[src/rtl/wb_if.sv]
// Pipelined Wishbone bus bundle shared by the bench masters and the simulation controller slave.
interface wb_if;
  logic        cyc;
  logic        stb;
  logic        we;
  logic [3:0]  sel;
  logic [31:0] adr;
  logic [31:0] dat_m;
  logic [31:0] dat_s;
  logic        ack;
  logic        err;
  logic        stall;

  modport master (
    output cyc, stb, we, sel, adr, dat_m,
    input  dat_s, ack, err, stall
  );

  modport slave (
    input  cyc, stb, we, sel, adr, dat_m,
    output dat_s, ack, err, stall
  );
endinterface

[src/rtl/wb_sim_ctrl.sv]
// Simulation controller slave: exit code / watchdog termination, console FIFO, cycle counter, scratch.
// Latency: one ack or err per accepted request, exactly one cycle after acceptance.
// Backpressure: stall only for a CONSOLE write while the FIFO is full; console side is valid/ready.
module wb_sim_ctrl #(
  parameter int          FIFO_DEPTH      = 16,
  parameter logic [31:0] TIMEOUT_DEFAULT = 32'd350,
  parameter int          CNT_WIDTH       = 64
) (
  input  logic       clk,
  input  logic       rst_n,
  wb_if.slave        wb,
  output logic       con_valid,
  output logic [7:0] con_data,
  input  logic       con_ready,
  output logic       done,
  output logic       pass,
  output logic       timed_out,
  output logic [7:0] exit_code
);
  localparam int PW = $clog2(FIFO_DEPTH);
  localparam int LW = PW + 1;
  localparam int HW = CNT_WIDTH - 32;

  localparam logic [2:0] REG_EXIT    = 3'd0;
  localparam logic [2:0] REG_CONSOLE = 3'd1;
  localparam logic [2:0] REG_CYC_LO  = 3'd2;
  localparam logic [2:0] REG_CYC_HI  = 3'd3;
  localparam logic [2:0] REG_TIMEOUT = 3'd4;
  localparam logic [2:0] REG_SCRATCH = 3'd5;

  logic [7:0]           fifo_mem [FIFO_DEPTH];
  logic [PW-1:0]        wr_ptr;
  logic [PW-1:0]        rd_ptr;
  logic [LW-1:0]        level;
  logic [CNT_WIDTH-1:0] cnt;
  logic [CNT_WIDTH-1:0] cnt_inc;
  logic [HW-1:0]        cnt_hi;
  logic [31:0]          timeout;
  logic [31:0]          scratch;
  logic [31:0]          rd_dat;
  logic [2:0]           reg_idx;
  logic                 req_vld;
  logic                 fifo_full;
  logic                 accept;
  logic                 err_hit;
  logic                 wr_en;
  logic                 rd_en;
  logic                 exit_wr;
  logic                 push;
  logic                 pop;
  logic                 wdog_fire;
  logic                 unused_adr;

  assign unused_adr = ^{wb.adr[31:5], wb.adr[1:0]};
  assign reg_idx    = wb.adr[4:2];
  assign req_vld    = wb.cyc & wb.stb;
  assign fifo_full  = (level == LW'(FIFO_DEPTH));
  // Full is registered, so a pop in the same cycle cannot release stall.
  assign wb.stall   = req_vld & wb.we & (reg_idx == REG_CONSOLE) & fifo_full;
  assign accept     = req_vld & ~wb.stall;
  assign err_hit    = reg_idx[2] & reg_idx[1];
  assign wr_en      = accept & wb.we & ~err_hit;
  assign rd_en      = accept & ~wb.we & ~err_hit;
  assign exit_wr    = wr_en & (reg_idx == REG_EXIT) & wb.sel[0] & ~done;
  assign push       = wr_en & (reg_idx == REG_CONSOLE) & wb.sel[0];
  assign pop        = con_valid & con_ready;
  assign cnt_inc    = cnt + CNT_WIDTH'(1);
  assign wdog_fire  = (timeout != 32'd0) & ~done & (cnt_inc == CNT_WIDTH'(timeout));
  assign con_valid  = (level != '0);
  assign con_data   = con_valid ? fifo_mem[rd_ptr] : 8'h00;

  always_comb begin
    rd_dat = '0;
    case (reg_idx)
      REG_EXIT:    rd_dat = {done, 23'b0, exit_code};
      REG_CONSOLE: rd_dat = 32'(level);
      REG_CYC_LO:  rd_dat = cnt[31:0];
      REG_CYC_HI:  rd_dat = 32'(cnt_hi);
      REG_TIMEOUT: rd_dat = timeout;
      REG_SCRATCH: rd_dat = scratch;
      default:     rd_dat = '0;
    endcase
  end

  always_ff @(posedge clk) begin
    if (rst_n && push) fifo_mem[wr_ptr] <= wb.dat_m[7:0];
  end

  always_ff @(posedge clk) begin
    if (!rst_n) begin
      wb.ack    <= 1'b0;
      wb.err    <= 1'b0;
      wb.dat_s  <= '0;
      done      <= 1'b0;
      pass      <= 1'b0;
      timed_out <= 1'b0;
      exit_code <= 8'h00;
      wr_ptr    <= '0;
      rd_ptr    <= '0;
      level     <= '0;
      cnt       <= '0;
      cnt_hi    <= '0;
      timeout   <= TIMEOUT_DEFAULT;
      scratch   <= '0;
    end else begin
      wb.ack   <= accept & ~err_hit;
      wb.err   <= accept & err_hit;
      wb.dat_s <= rd_en ? rd_dat : 32'd0;

      if (!done) cnt <= cnt_inc;

      // A software exit on the expiry edge takes priority over the watchdog.
      if (exit_wr) begin
        done      <= 1'b1;
        exit_code <= wb.dat_m[7:0];
        pass      <= (wb.dat_m[7:0] == 8'h00);
      end else if (wdog_fire) begin
        done      <= 1'b1;
        timed_out <= 1'b1;
        pass      <= 1'b0;
        exit_code <= 8'hFF;
      end

      // Upper counter half is captured with the low read for a tear-free 64-bit pair.
      if (rd_en && reg_idx == REG_CYC_LO) cnt_hi <= cnt[CNT_WIDTH-1:32];

      for (int b = 0; b < 4; b++) begin
        if (wr_en && reg_idx == REG_TIMEOUT && wb.sel[b]) timeout[8*b +: 8] <= wb.dat_m[8*b +: 8];
        if (wr_en && reg_idx == REG_SCRATCH && wb.sel[b]) scratch[8*b +: 8] <= wb.dat_m[8*b +: 8];
      end

      if (push) wr_ptr <= wr_ptr + PW'(1);
      if (pop)  rd_ptr <= rd_ptr + PW'(1);
      if (push && !pop)      level <= level + LW'(1);
      else if (!push && pop) level <= level - LW'(1);
    end
  end
endmodule

[src/flat_wrapper.sv]
// flat-port wrapper written by rule: the top's interface ports become plain ports
module wb_sim_ctrl_flat 
#(
  parameter int          FIFO_DEPTH      = 16,
  parameter logic [31:0] TIMEOUT_DEFAULT = 32'd350,
  parameter int          CNT_WIDTH       = 64
)
  (clk, rst_n, con_valid, con_data, con_ready, done, pass, timed_out, exit_code, wb_cyc, wb_stb, wb_we, wb_sel, wb_adr, wb_dat_m, wb_dat_s, wb_ack, wb_err, wb_stall);
  wb_if wb_i ();
  input  logic clk;
  input  logic rst_n;
  output logic con_valid;
  output logic [7:0] con_data;
  input  logic con_ready;
  output logic done;
  output logic pass;
  output logic timed_out;
  output logic [7:0] exit_code;
  input wire logic [$bits(wb_i.cyc)-1:0] wb_cyc;
  input wire logic [$bits(wb_i.stb)-1:0] wb_stb;
  input wire logic [$bits(wb_i.we)-1:0] wb_we;
  input wire logic [$bits(wb_i.sel)-1:0] wb_sel;
  input wire logic [$bits(wb_i.adr)-1:0] wb_adr;
  input wire logic [$bits(wb_i.dat_m)-1:0] wb_dat_m;
  output wire logic [$bits(wb_i.dat_s)-1:0] wb_dat_s;
  output wire logic [$bits(wb_i.ack)-1:0] wb_ack;
  output wire logic [$bits(wb_i.err)-1:0] wb_err;
  output wire logic [$bits(wb_i.stall)-1:0] wb_stall;
  assign wb_i.cyc = wb_cyc;
  assign wb_i.stb = wb_stb;
  assign wb_i.we = wb_we;
  assign wb_i.sel = wb_sel;
  assign wb_i.adr = wb_adr;
  assign wb_i.dat_m = wb_dat_m;
  assign wb_dat_s = wb_i.dat_s;
  assign wb_ack = wb_i.ack;
  assign wb_err = wb_i.err;
  assign wb_stall = wb_i.stall;
  wb_sim_ctrl #(.FIFO_DEPTH(FIFO_DEPTH), .TIMEOUT_DEFAULT(TIMEOUT_DEFAULT), .CNT_WIDTH(CNT_WIDTH)) u_core (.clk(clk), .rst_n(rst_n), .wb(wb_i), .con_valid(con_valid), .con_data(con_data), .con_ready(con_ready), .done(done), .pass(pass), .timed_out(timed_out), .exit_code(exit_code));
endmodule
[config.mk]
export PLATFORM = sky130hd
export DESIGN_NAME = wb_sim_ctrl_flat
export DESIGN_NICKNAME = d
export VERILOG_FILES = /design/src/rtl/wb_if.sv /design/src/rtl/wb_sim_ctrl.sv /design/src/flat_wrapper.sv
export SDC_FILE = /design/constraint.sdc
export NUM_CORES = 1
export LEC_CHECK = 0
export BUFFER_PORTS_ARGS = -buffer_cell sky130_fd_sc_hd__buf_2
export CAP_MARGIN = 25
export CORE_MARGIN = 2
export CORE_UTILIZATION = 40
export DETAILED_ROUTE_END_ITERATION = 8
export RECOVER_POWER = 25
export SLEW_MARGIN = 20
export SYNTH_ARGS = -nofsm -noshare
export SYNTH_HDL_FRONTEND = slang
export SYNTH_SLANG_ARGS = --single-unit
export TNS_END_PERCENT = 5
[constraint.sdc]
create_clock -name clk -period 4.2 [get_ports clk]
set_clock_uncertainty 0.1 [all_clocks]
set_input_delay 0.42 -clock clk [delete_from_list [all_inputs] [get_ports clk]]
set_output_delay 0.42 -clock clk [all_outputs]
set_load 0.02 [all_outputs]
# Yosys cells after proc, flatten, opt, wreduce, memory -nomap -nowiden
# Memory sizes are Yosys's and may differ from the RTL's. A register that Yosys moved wholly into a read port is not among the register bits.
# Index checks and enable logic that the tools add are counted.
# totals
ff_bits	218
latchBits	0
rom_bits	0
ramBits	128
wordCells	96
mem_count	1
# classes
reduce_logical	24
div	0
eq_ne	7
bitwise	25
mux	14
n_shift	0
n_addsub	5
multipliers	0
n_lt_le_gt_ge	0
# mem_list
name	depth	width	rd	rd_ports_with_merged_regs	wr	line	source
u_core.fifo_mem	16	8	1	1	1	wb_sim_ctrl.sv:31	logic [7:0] fifo_mem [FIFO_DEPTH];
# op_table
operator	n
32-bit one-hot mux with 6 select lines	1
64-bit by 1-bit adder with 64-bit output (second input constant)	1
64-bit by 32-bit == test with 1-bit output	1
32-bit nonzero test	1
8-bit 2-to-1 mux	3
1-bit bitwise AND	20
1-bit logical AND	14
5-bit 2-to-1 mux	2
4-bit by 1-bit adder with 4-bit output (second input constant)	2
8-bit zero test	1
4-bit 2-to-1 mux	2
3-bit by 2-bit == test with 1-bit output (second input constant)	2
3-bit == test (second input constant)	2
1-bit 2-to-1 mux	6
5-bit by 1-bit adder with 5-bit output (second input constant)	1
5-bit == test (second input constant)	1
1-bit inverter	5
5-bit nonzero test	1
5-bit by 1-bit subtractor with 5-bit output (second input constant)	1
2-bit AND reduction	2
2-bit nonzero test	2
3-bit by 1-bit == test with 1-bit output (second input constant)	1
3-bit zero test	1
1-bit zero test	2

# Longest topological paths before layout
# depth
depth_word	14
mapped_depth	15
ltp_nobuf	12

# Worst setup path after synthesis
# Ideal clock, no wire load.
# synth_timing
kind	input port to flip-flop
from	input wb_adr[3]
to	register u_core.level[4]
n_path_buf	3
cell_stages	15
setup_time_ns	0.076
setup_slack_ns	0.579
arrival_time_ns	3.445
t_required_ns	4.024
path_cell_list	clkbuf_1 > and2_1 > a311oi_1 > and3_1 > clkbuf_1 > and2_1 > clkbuf_1 > ha_1 > inv_1 > fa_1 > a21o_1 > a21oi_1 > xnor2_1 > or3_1 > a21boi_0
# synth_via
elab_chain_len	12
elab_cells_between_ends	16
classes_between	1 x eq/ne; 1 x mux; 10 x bitwise; 4 x reduce/logical
# synth_lines
item	line	source
start: declaration	flat_wrapper.sv:23	input wire logic [$bits(wb_i.adr)-1:0] wb_adr;
3-bit by 1-bit == test with 1-bit output	wb_sim_ctrl.sv:59, wb_sim_ctrl.sv:65	
1-bit bitwise AND (2 in series)	wb_sim_ctrl.sv:59	assign wb.stall = req_vld & wb.we & (reg_idx == REG_CONSOLE) & fifo_full;
1-bit inverter	wb_sim_ctrl.sv:60	assign accept = req_vld & ~wb.stall;
1-bit bitwise AND	wb_sim_ctrl.sv:60	
1-bit bitwise AND (2 in series)	wb_sim_ctrl.sv:62	assign wr_en = accept & wb.we & ~err_hit;
1-bit bitwise AND * (2 in series)	wb_sim_ctrl.sv:65	assign push = wr_en & (reg_idx == REG_CONSOLE) & wb.sel[0];
named net u_core.push	wb_sim_ctrl.sv:49	logic push;
1-bit zero test	wb_sim_ctrl.sv:135	else if (!push && pop) level <= level - LW'(1);
1-bit logical AND	wb_sim_ctrl.sv:135	
2-bit nonzero test (no source line)	--	
end signal: assignment	wb_sim_ctrl.sv:134	if (push && !pop) level <= level + LW'(1);
end signal: assignment	wb_sim_ctrl.sv:135	
end: declaration	wb_sim_ctrl.sv:34	logic [LW-1:0] level;
# The timed path passes the listed nets; every way through them passes the cells marked *.
# A chain may end at the register's enable or synchronous reset.

# Worst setup path after layout
# layout_timing
from	register u_core.cnt[33]
to	register u_core.exit_code[2]
# layout_via
elab_chain_len	4
# layout_lines
item	line	source
start: declaration	wb_sim_ctrl.sv:35	logic [CNT_WIDTH-1:0] cnt;
start signal: assignment	wb_sim_ctrl.sv:110	if (!done) cnt <= cnt_inc;
64-bit by 1-bit adder with 64-bit output	wb_sim_ctrl.sv:67	assign cnt_inc = cnt + CNT_WIDTH'(1);
64-bit by 32-bit == test with 1-bit output	wb_sim_ctrl.sv:68	assign wdog_fire = (timeout != 32'd0) & ~done & (cnt_inc == CNT_WIDTH'(timeout));
1-bit bitwise AND	wb_sim_ctrl.sv:68	
2-bit nonzero test (no source line)	--	
end signal: assignment	wb_sim_ctrl.sv:115	exit_code <= wb.dat_m[7:0];
end: declaration	wb_sim_ctrl.sv:18	output logic [7:0] exit_code
# No other way between the ends.

==> metrics.yaml <==
status:
  status: "complete, but fails checks"
  violations: "capacitance limit, slew limit"
cts:
  cts-root-buf: "clkbuf_16"
  cts_tree: "done"
  cts_setup_buffers: 0
  cts_buffer_depth: 3
  ctsResizeCount: 0
  numCtsBuffers: 40
  clock_latency_ps: 560
  cts.clk_slew.worst_paths_ps: 60
  hold_buffers: 1
  htree_levels: 2
  cts_sinks: 350
finish:
  layout.nets: 1714
  syn_to_final_growth_pct: 14.3
  final_common_cell: "dfxtp_1"
  final_cell_mix: "dfxtp_1 (221), edfxtp_1 (128), nand2_1 (126)"
  seq_area_um2: 8290
  multi_input_area_um2: 7750
  utilization: 0.463
  diodes: 0
  drive_gt1_frac: 0.154
  fill_cells: 3864
grt:
  grt_antenna_before_repair: 1
  grt_max_degree: 97
  overflow: 0
  track_usage: 0.217
  grt_pass1_wl_um: 72800
  grt_pass1_vias: 11900
die:
  core-area_um2: 40900
  initial_utilization: 0.405
  dieArea_um2: 43100
  die_w_um: 208
  core.rowCount: 74
  ioPinCount: 129
  die_y_um: 208
route:
  vias: 12300
  wl_per_cell_um: 21.5
  drt-vias-per-instance: 5.62
  drt_iter0_drc: 1089
  ant_nets: 0
  dr.pass1.iters: 5
  routed_wl_um: 47000
  drcViolationCount: 0
sta:
  fin_hold_ws_ps: 33.1
  relSlewSlack: -0.114
  hold_viol: 0
  setup_ws_ps: 492
  worst_pin_slew_ps: 1670
  final-setup-viol-count: 0
  tns_ps: 0
  min_period_ps: 3710
  fin_crit_sh: 0.883
  slew_violations: 97
  rsz0062_at_grt: "no"
  max_freq_mhz: 270
job:
  drv_cap: 1
yosys:
  syn_area_um2: 16600
  ys_async_sr_fraction: 0
  synth_edf_count: 128
  synthFlopType: "dfxtp_1"
  syn_inst: 1556
  ys_seq_area_frac: 0.499
  synth_warnings: 0
  postSynthNetCount: 1641
  ys_types: 65
  ys_ff_latch: 350
  syn_area_per_cell_um2: 10.7
power:
  p_total_mw: 7.74
  p_leak_nw: 7.00
  p_per_area_nw_per_um2: 408
  vdd_drop_max_uv: 263
setup_path:
  end_kind: "flip-flop"
  cp_max_fo: 11
  crit_type: "reg -> reg"
  startpoint_type: "flip-flop"
  critPathRequiredTime_ps: 4610
  path_common_cell: "buf_4"
  arrival_ps: 4120
  path_cells: "nand3_2, buf_4, nor4_1, nand4_1, xnor2_1, a2111o_1, nor4_2, buf_4, o2111a_1, a21o_1"
  critPathMaxStageDelay_ps: 860
  slowest_stage: "nor4_1"
place:
  portBuffers: 99
  gp_congestion: 0.915
  pre_cts_ws_ps: 478
  hpwlAfterDp_um: 33200
min_path:
  hp-class: "in -> reg"
==> cell usage after synthesis, types with 24 or more instances <==
master	instances	area share
dfxtp_1	222	0.27
edfxtp_1	128	0.23
nand2_1	126	0.029
clkbuf_1	96	0.022
mux2i_1	74	0.045
nor2b_1	74	0.028
and2_1	73	0.028
xnor2_1	69	0.036
a22oi_1	61	0.028
xor2_1	59	0.031
nor2_1	52	0.012
nand4_1	49	0.018
nor4_1	44	0.017
nand3_1	43	0.013
mux4_2	40	0.054
a21boi_0	39	0.018
a21oi_1	39	0.012
nor3_1	33	0.010
o21ai_0	24	0.0072
==> routing by layer <==
layer | global-route usage | share of wire
met1 | 0.307 | 0.46
met2 | 0.335 | 0.45
met3 | 0.0393 | 0.059
met4 | 0.0692 | 0.029
met5 | 0 | 0
==> sequential cells by signal (all words and copies together) (netlist names), named ones only <==
name	count
u_core.wr_ptr	4
u_core.pass	1
u_core.exit_code	8
u_core.cnt_hi	32
u_core.level	5
u_core.wb.ack	1
u_core.scratch	32
u_core.wb.dat_s	32
u_core.timeout	32
u_core.wb.err	1
u_core.done	1
u_core.rd_ptr	4
u_core.cnt	64
u_core.fifo_mem	128
u_core.timed_out	1
==> cells by family (layout without fill, tap and decap cells) <==
family / count (synthesis) / count (layout) / synth area share
fa+ha+maj: 11 / 11 / 0.00875
flops: 350 / 350 / 0.499
xor+xnor: 129 / 129 / 0.0690
mux: 115 / 115 / 0.0996
simple gates: 587 / 587 / 0.197
compound gates: 218 / 218 / 0.0914
buf+inv: 146 / 246 / 0.0349
==> where the power goes <==
part | internal (mW) | switching (mW)
combinational | 0.352 | 0.432
sequential | 3.54 | 0.0346
clock | 1.97 | 1.41
total | 5.87 | 1.87
==> final timing paths <==
kind	from	endpoint	slack, ps	cells after the start
hold / removal	wb_dat_m[26]	u_core.timeout[26]	30	3
setup reg to reg	u_core.cnt[33]	u_core.exit_code[2]	490	10
setup / recovery	u_core.cnt[33]	u_core.exit_code[2]	490	10
hold reg to reg	u_core.cnt_hi[7]	u_core.cnt_hi[7]	360	2
==> critical path, delay by kind of cell (launching register included) <==
family,cells,cell delay [ps]
AOI/OAI and AO/OA,3,750
and+or+nand+nor,4,1540
DFF,1,600
xor gates and xnor gates,1,210
buffers and inverters,2,440
==> metrics by stage <==
step	std cells	area, µm²
floorplan	1556	16600
global placement	2118	17700
detailed placement	2118	17700
CTS	2188	19000
global route	2188	19000
finish	2188	19000
==> final cells by class <==
cell class,count,share of cell area
sequential,350,0.437
clock buffer,57,0.0583
timing repair buffer,156,0.0488
clock inverter,12,0.00785
multi-input combinational,1060,0.409
inverter,21,0.00416
tap,532,0.0351
Power figures use the tool's default switching activity.
